==> src/rtl/spdif_encode.sv <==
`default_nettype none
// ============================================================================
// Module   : spdif_encode
// Brief    : S/PDIF biphase-mark transmitter with one-pair holding register.
//            Define SPDIF_TX_CHSTAT_EN to send CHSTAT_WORD as channel status.
// Revision : 1.0  initial release
// ============================================================================
module spdif_encode #(
  parameter int          CLK_IN_FREQ = 38400000,
  parameter int          BMC_FREQ    = 3072000,
  parameter logic [31:0] CHSTAT_WORD = 32'h0200_0004
) (
  input  logic        clk,
  input  logic        rst_n,
  input  logic [23:0] sample_left,
  input  logic [23:0] sample_right,
  input  logic        sample_valid,
  output logic        sample_ready,
  output logic        spdif,
  output logic        underrun,
  output logic        block_start
);

  localparam logic [32:0] c_step  = 33'(2 * BMC_FREQ);
  localparam logic [32:0] c_clk   = 33'(CLK_IN_FREQ);
  localparam logic [7:0]  c_pre_x = 8'b1110_0010;
  localparam logic [7:0]  c_pre_y = 8'b1110_0100;
  localparam logic [7:0]  c_pre_z = 8'b1110_1000;

  logic [31:0] acc_q, acc_d;
  logic [5:0]  hc_q, hc_d;
  logic        chan_q, chan_d;
  logic [7:0]  frame_q, frame_d;
  logic        spdif_q, spdif_d;
  logic        pol_q, pol_d;
  logic        underrun_q, underrun_d;
  logic        block_start_q, block_start_d;
  logic        ready_q, ready_d;
  logic        hold_full_q, hold_full_d;
  logic [23:0] hold_l_q, hold_l_d, hold_r_q, hold_r_d;
  logic [23:0] left_q, left_d, right_q, right_d;
  logic        v_q, v_d;

  logic [32:0] sum;
  logic        tick, boundary, accept;
  logic [7:0]  pat;
  logic        pol, c_bit, line;
  logic [23:0] audio;
  logic [26:0] payload;
  logic [31:0] slot_vec;

  // Tick timing: the phase accumulator gives an exact long-run half-cell rate.
  always_comb begin
    sum      = {1'b0, acc_q} + c_step;
    tick     = (sum >= c_clk);
    acc_d    = tick ? 32'(sum - c_clk) : sum[31:0];
    boundary = tick && (hc_q == 6'd0) && !chan_q;
    accept   = sample_valid && ready_q;
    hc_d     = hc_q;
    chan_d   = chan_q;
    frame_d  = frame_q;
    if (tick) begin
      hc_d = hc_q + 6'd1;
      if (hc_q == 6'd63) begin
        chan_d = ~chan_q;
        if (chan_q) frame_d = (frame_q == 8'd191) ? 8'd0 : frame_q + 8'd1;
      end
    end
  end

  // A frame-boundary load reads the old holding contents, so an accept on the same edge is kept.
  always_comb begin
    hold_l_d    = hold_l_q;
    hold_r_d    = hold_r_q;
    hold_full_d = hold_full_q;
    left_d      = left_q;
    right_d     = right_q;
    v_d         = v_q;
    if (boundary) begin
      left_d      = hold_full_q ? hold_l_q : 24'd0;
      right_d     = hold_full_q ? hold_r_q : 24'd0;
      v_d         = !hold_full_q;
      hold_full_d = 1'b0;
    end
    if (accept) begin
      hold_l_d    = sample_left;
      hold_r_d    = sample_right;
      hold_full_d = 1'b1;
    end
    ready_d       = !hold_full_d;
    underrun_d    = boundary && !hold_full_q;
    block_start_d = boundary && (frame_q == 8'd0);
  end

`ifdef SPDIF_TX_CHSTAT_EN
  always_comb c_bit = (frame_q < 8'd32) ? CHSTAT_WORD[frame_q[4:0]] : 1'b0;
`else
  localparam logic [31:0] c_chstat_unused = CHSTAT_WORD;
  always_comb c_bit = 1'b0;
`endif

  // Slot n of the subframe sits at bit n, so the half-cell count indexes it directly.
  always_comb begin
    audio    = chan_q ? right_q : left_q;
    payload  = {c_bit, 1'b0, v_q, audio};
    slot_vec = {^payload, payload, 4'b0000};
    pat      = chan_q ? c_pre_y : ((frame_q == 8'd0) ? c_pre_z : c_pre_x);
    pol      = (hc_q == 6'd0) ? spdif_q : pol_q;
    pol_d    = (tick && (hc_q == 6'd0)) ? spdif_q : pol_q;
    if (hc_q < 6'd8)      line = pat[~hc_q[2:0]] ^ pol;
    else if (!hc_q[0])    line = ~spdif_q;
    else                  line = spdif_q ^ slot_vec[hc_q[5:1]];
    spdif_d = tick ? line : spdif_q;
  end

  always_ff @(posedge clk or negedge rst_n) begin
    if (!rst_n) begin
      acc_q         <= '0;
      hc_q          <= '0;
      chan_q        <= 1'b0;
      frame_q       <= '0;
      spdif_q       <= 1'b0;
      pol_q         <= 1'b0;
      underrun_q    <= 1'b0;
      block_start_q <= 1'b0;
      ready_q       <= 1'b0;
      hold_full_q   <= 1'b0;
      hold_l_q      <= '0;
      hold_r_q      <= '0;
      left_q        <= '0;
      right_q       <= '0;
      v_q           <= 1'b0;
    end else begin
      acc_q         <= acc_d;
      hc_q          <= hc_d;
      chan_q        <= chan_d;
      frame_q       <= frame_d;
      spdif_q       <= spdif_d;
      pol_q         <= pol_d;
      underrun_q    <= underrun_d;
      block_start_q <= block_start_d;
      ready_q       <= ready_d;
      hold_full_q   <= hold_full_d;
      hold_l_q      <= hold_l_d;
      hold_r_q      <= hold_r_d;
      left_q        <= left_d;
      right_q       <= right_d;
      v_q           <= v_d;
    end
  end

  assign sample_ready = ready_q;
  assign spdif        = spdif_q;
  assign underrun     = underrun_q;
  assign block_start  = block_start_q;

endmodule
`default_nettype wire

==> config.mk <==
export PLATFORM = sky130hd
export DESIGN_NAME = spdif_encode
export DESIGN_NICKNAME = d
export VERILOG_FILES = /design/src/rtl/spdif_encode.sv
export SDC_FILE = /design/constraint.sdc
export NUM_CORES = 1
export LEC_CHECK = 0
export BUFFER_PORTS_ARGS = -buffer_cell sky130_fd_sc_hd__buf_4
export CAP_MARGIN = 15
export CORE_ASPECT_RATIO = 1.25
export CORE_MARGIN = 4
export CORE_UTILIZATION = 55
export CTS_CLUSTER_DIAMETER = 150
export DETAILED_ROUTE_END_ITERATION = 6
export MAX_ROUTING_LAYER = met4
export PLACE_DENSITY = 0.76
export SYNTH_ARGS = -nofsm -noshare
export SYNTH_HDL_FRONTEND = slang
export SYNTH_SLANG_ARGS = --single-unit
==> constraint.sdc <==
create_clock -name clk -period 2.9 [get_ports clk]
set_input_delay 0.435 -clock clk [delete_from_list [all_inputs] [get_ports clk]]
set_output_delay 0.435 -clock clk [all_outputs]
set_load 0.03 [all_outputs]
; ---- Word level (Yosys, flattened, before mapping)
; Cells that the tools add are included.
; Widths: inputs -> output; s select.
[totals]
regBits = 150
input_bits = 51
output_inout_bits = 4
wordCells = 59
[op_classes]
n_addsub = 4
order_cmp = 4
n_eq_ne = 2
n_mux = 16
n_bitwise = 5
n_reduce_logical = 13
[op_table]
columns = op, count
row1 = $mux 24, 3
row2 = $add 32x23->33 const B, 1
row3 = $ge 33x26->1 const B, 1
row4 = $mux 32, 1
row5 = $sub 32x26->32 const B, 1
row6 = $reduce_xor 27->1, 1
row7 = $add 8x1->8 const B, 1
row8 = $eq 8x8->1 const B, 1
row9 = $logic_not 8->1, 1
row10 = $mux 4, 2
row11 = $mux 8, 1
row12 = $mux 1, 7
row13 = $add 6x1->6 const B, 1
row14 = $eq 6x6->1 const B, 1
row15 = $logic_not 6->1, 1
row16 = $lt 5x6->1 const B, 1
row17 = $lt 6x4->1 const B, 1
row18 = $bmux 1 s5, 1
row19 = $logic_and 1x1->1, 5
row20 = $lt 3x4->1 const B, 1
row21 = $bmux 1 s3, 1
row22 = $logic_not 1->1, 3
row23 = $not 3->3, 1
row24 = $reduce_and 3->1, 1
row25 = other kinds (3), 5

; ---- Logic depth before layout (Yosys ltp)
[depth]
depth_word = 7
ltp_mapped = 14
ltp_nobuf = 12

; ---- Worst setup path after synthesis
; Ideal clock, no wire load.
[synth_timing]
path_type = reg2reg
startpoint = register acc_q[14]
endpoint = register frame_q[1]
setup_time_ns = 0.125
t_arrival_ns = 2.731
required_ns = 2.775
path_slack_ns = 0.044
stages_incl_launch_ff = 14
path_buffers = 1
synth_period_minus_slack_ns = 2.856
cell_sequence = dfrtp_1 -> inv_1 -> ha_1 -> nand2b_1 -> and2_1 -> a2111o_1 -> a31oi_1 -> nand4b_1 -> o211ai_1 -> a221o_1 -> buf_6 -> and2_4 -> nand2_4 -> mux2_4
[synth_between]
elab_chain_cells = 3
[synth_lines]
columns = element, line
row1 = from (decl), 30  ; logic [31:0] acc_q, acc_d;
row2 = from (signal assigned), 118  ; acc_q <= '0;
row3 = from (signal assigned), 134  ; acc_q <= acc_d;
row4 = $add 32x23->33, 54  ; sum = {1'b0, acc_q} + c_step;
row5 = $ge 33x26->1, 55  ; tick = (sum >= c_clk);
row6 = $reduce_and 3->1 (no line), n/a
row7 = to (signal assigned), 137  ; frame_q <= frame_d;
row8 = to (decl), 33  ; logic [7:0] frame_q, frame_d;
; Every way passes these cells.
; A chain may end at the register's enable or synchronous reset.

; ---- Worst setup path in the final report
[layout_timing]
startpoint = register acc_q[14]
endpoint = register left_q[4]
[layout_between]
elab_chain_cells = 4
[layout_lines]
columns = element, line
row1 = $add 32x23->33, 54
row2 = $ge 33x26->1, 55
row3 = $logic_and 1x1->1 (2 in series), 57  ; boundary = tick && (hc_q == 6'd0) && !chan_q;
row4 = to (signal assigned), 146  ; left_q <= left_d;
row5 = to (decl), 41  ; logic [23:0] left_q, left_d, right_q, right_d;
; Every way passes these cells.

==> flow_summary_export.csv <==
group,metric,value,unit
outcome,status,"complete, but fails checks",
outcome,violations,"setup timing",
setup_path,criticalPathCategory,"flop to flop",
timing,finalClockSkew,0.00730,ns
timing,max_freq,331,MHz
synthesis,synth_cells,657,
setup_path,end_kind,"flop",
drt,totalWireLength,17000,µm
drt,dr.pass1.iters,5,
cts,clk_latency,0.43,ns
floorplan,fp.dieW,110,µm
layout,stdcell_count,941,
power,power.total,0.00505,W
setup_path,r2r_end,"left_q[4]$_DFFE_PN0P_",
timing,finalHoldViolations,0,
setup_path,worstPathArrival,3.37,ns
cts,cts_tree,"built",
setup_path,start_kind,"flop",
synthesis,syn_nets,715,
cts,htreeDepth,4,
synthesis,synth_edf_count,0,
cts,cts.sinks,138,
floorplan,ios,55,
timing,setup_violations,59,
synthesis,async_flop_share,1.00,
setup_path,rrSetupSlack,-0.12,ns
global_route,overflow,0,
floorplan,die_area,14800,µm²
setup_path,r2r_start,"acc_q[14]$_DFF_PN0_",
drt,vias_per_cell,5.66,
cts,numCtsBuffers,17,
timing,min_period_over_period,1.04,
power,peakVddDrop,486,µV
layout,syn_to_final_growth,29.0,%
timing,finalCriticalPeriod,3.02,ns
synthesis,ys_seq_area_frac,0.485,
worst_hold_path,hp-start,"sample_right[3]",
setup_path,cp_top_family,"compound AO/OA/AOI/OAI gates",
placement,dp_hpwl,10700,µm
global_route,antenna_found_initial,0,
synthesis,yosys_warnings,0,
global_route,grt_start_max_net_pins,65,
layout,fillCellCount,814,
cts,cts.path.max_buffers,2,
cts,clock-root-buffer,"clkbuf_16",
synthesis,synth_top_family_by_area,"multiplexers",
placement,portBuffers,54,
synthesis,synth.distinct_cells,63,
synthesis,syn_area,7120,µm²
timing,grt_setup_unrepaired,"yes",
placement,gp_congestion,0.855,
power,powerDensity,550,nW/µm²
drt,ant_nets,0,
synthesis,synthMuxAreaShare,0.147,
drt,drt-initial-drc-count,329,
cts,path_clk_slew,0.06,ns
flow_run,max-cap-violations,0,
worst_hold_path,hp-class,"primary input to flop",
synthesis,yosys.area_share.simple,0.140,
global_route,grt.total_usage,0.234,
global_route,grt_pass1_wl,26100,µm
layout,nets,818,
floorplan,start_util,0.562,
setup_path,cp_common_cell,"buf_12",
floorplan,chipHeight,135,µm
worst_hold_path,hold_depth,2,
placement,dp_cells,884,
worst_hold_path,holdPathEnd,"hold_r_q[3]$_DFFE_PN0P_",
floorplan,rows,46,
timing,maxSlewViolCount,0,
setup_path,cp.required,3.25,ns
layout,drive_gt1_frac,0.382,
setup_path,crit_buf_inv,3,
layout,diodes,0,
timing,tightest_slew,0.645,ns
drt,drc,0,
setup_path,reg2reg_depth,12,
synthesis,ys_seq_elements,138,
timing,slew_headroom,0.567,
drt,vias,5330,
setup_path,worstPathCellList,"or3_4 > a2111o_1 > a31oi_4 > nand4b_1 > o211ai_1 > a221o_1 > buf_12 > nand3_4 > buf_12 > clkbuf_16 > nand2_2 > o21ai_1",
floorplan,core_area,12700,µm²
synthesis,synth_xor_area_frac,0.0984,
synthesis,synth_fa_ha_area_frac,0.0123,
global_route,grt_pass1_vias,5469,
setup_path,max_stage_delay,0.47,ns
power,power.leakage,4.28,nW
timing,setup_ws,-0.119,ns
setup_path,crit_fanout,8,
setup_path,critPathSlowestCell,"a2111o_1",
synthesis,ys.flop_type,"dfrtp_1",
synthesis,synth_compound_area_frac,0.0840,
synthesis,synth_area_per_cell,10.8,µm²
drt,wl_per_cell,18.1,µm
[area by class of cell]
type	instances	area [µm²]	area share
timing repair buffer	118	1130	0.123
clock inverter	13	169	0.0184
tap	168	210	0.0229
sequential	138	3450	0.376
clock buffer	19	433	0.0471
inverter	11	41.3	0.00450
multi-input combinational	474	3750	0.408
[synth_stat cells, types with 8 or more instances]
| cell type | instances | area share |
|---|---|---|
| nor3_1 | 8 | 0.0056 |
| o21ai_0 | 56 | 0.039 |
| a21oi_1 | 8 | 0.0056 |
| inv_1 | 11 | 0.0058 |
| nor2_1 | 24 | 0.013 |
| nand2_1 | 121 | 0.064 |
| mux2i_1 | 14 | 0.020 |
| xnor2_1 | 44 | 0.054 |
| mux2_2 | 51 | 0.081 |
| clkbuf_1 | 8 | 0.0042 |
| mux4_2 | 13 | 0.041 |
| nand3_1 | 16 | 0.011 |
| dfrtp_1 | 138 | 0.48 |
| xor2_1 | 36 | 0.044 |
[per-layer routing]
metal,share of wire,GRT usage
met1,0.38,0.256
met5,0,-
met2,0.56,0.419
met3,0.037,0.0467
met4,0.026,0.0797
[cell families after synthesis]
kind of cell / count (synthesis)
fa+ha+maj: 7
simple gates: 212
buf+inv: 45
mux: 81
flops: 138
xor+xnor: 80
compound gates: 94
[repair_timing]
item                       in CTS  in global routing
cloned                          1                  7
buffers inserted                6                 13
hold buffers                    1                  0
setup endpoints to repair      44                 90
hold endpoints to repair       48                  0
pin swaps                       3                 25
gates resized for setup        24                116
[worst max path at each step]
| stage | from | end | depth (start not counted) |
|---|---|---|---|
| final | acc_q[14]$_DFF_PN0_ | left_q[4]$_DFFE_PN0P_ | 12 |
| after global routing | acc_q[15]$_DFF_PN0_ | right_q[20]$_DFFE_PN0P_ | 14 |
| after CTS | acc_q[15]$_DFF_PN0_ | frame_q[1]$_DFFE_PN0P_ | 13 |
| after detailed placement | acc_q[15]$_DFF_PN0_ | frame_q[0]$_DFFE_PN0P_ | 14 |
| after global placement | acc_q[15]$_DFF_PN0_ | frame_q[6]$_DFFE_PN0P_ | 10 |
| after floorplan | acc_q[14]$_DFF_PN0_ | frame_q[1]$_DFFE_PN0P_ | 13 |
[placed cells by master (no fill, tap or decap), types with 7 or more instances in the layout]
cell,count
dfrtp_1,138
nor2_1,21
inv_1,9
nand2_1,95
o21ai_1,34
clkbuf_16,21
mux2_2,50
mux4_2,13
mux2i_1,14
a21oi_1,7
buf_12,7
nor3_1,7
o21ai_0,8
xnor2_1,43
nand3_1,13
buf_4,96
nand2_2,18
nand2_4,10
xor2_1,35
o21ai_2,15
[worst register-to-register path: stages (launching register included)]
cell and delay, ns:
dfrtp_1 0.41, or3_4 0.44, a2111o_1 0.47, a31oi_4 0.24
nand4b_1 0.14, o211ai_1 0.11, a221o_1 0.38, buf_12 0.16
nand3_4 0.14, buf_12 0.16, clkbuf_16 0.17, nand2_2 0.07
o21ai_1 0.08
[sequential cells by signal, summed over array words and instances, names as in the netlist]
signal / flops
left_q: 24
block_start: 1
pol_q: 1
v_q: 1
frame_q: 8
hold_r_q: 24
chan_q: 1
right_q: 24
hc_q: 6
hold_full_q: 1
sample_ready: 1
acc_q: 20
spdif: 1
underrun: 1
hold_l_q: 24
[per-stage QoR]
stage               TNS (ns)  worst slack [ns]  instance area [µm²]  hold WS (ns)  utilization
floorplan                  0            0.0437                 7120         0.139            -
global placement           0           0.00790                 7910         0.417        0.624
detailed placement     -1.08           -0.0998                 7910         0.420        0.624
CTS                   -0.151           -0.0442                 8680         0.228        0.686
global route          -12.61            -0.247                 9190         0.230        0.725
finish                 -3.30            -0.119                 9190         0.240        0.725
[where the power goes]
group / switching (W) / total, W / leakage, nW / internal [W]
clock network: 0.000850 / 0.00221 / 0.281 / 0.00136
logic: 0.000238 / 0.000524 / 2.23 / 0.000287
registers: 0.000145 / 0.00232 / 1.77 / 0.00218
Power figures use the tool's default switching activity.
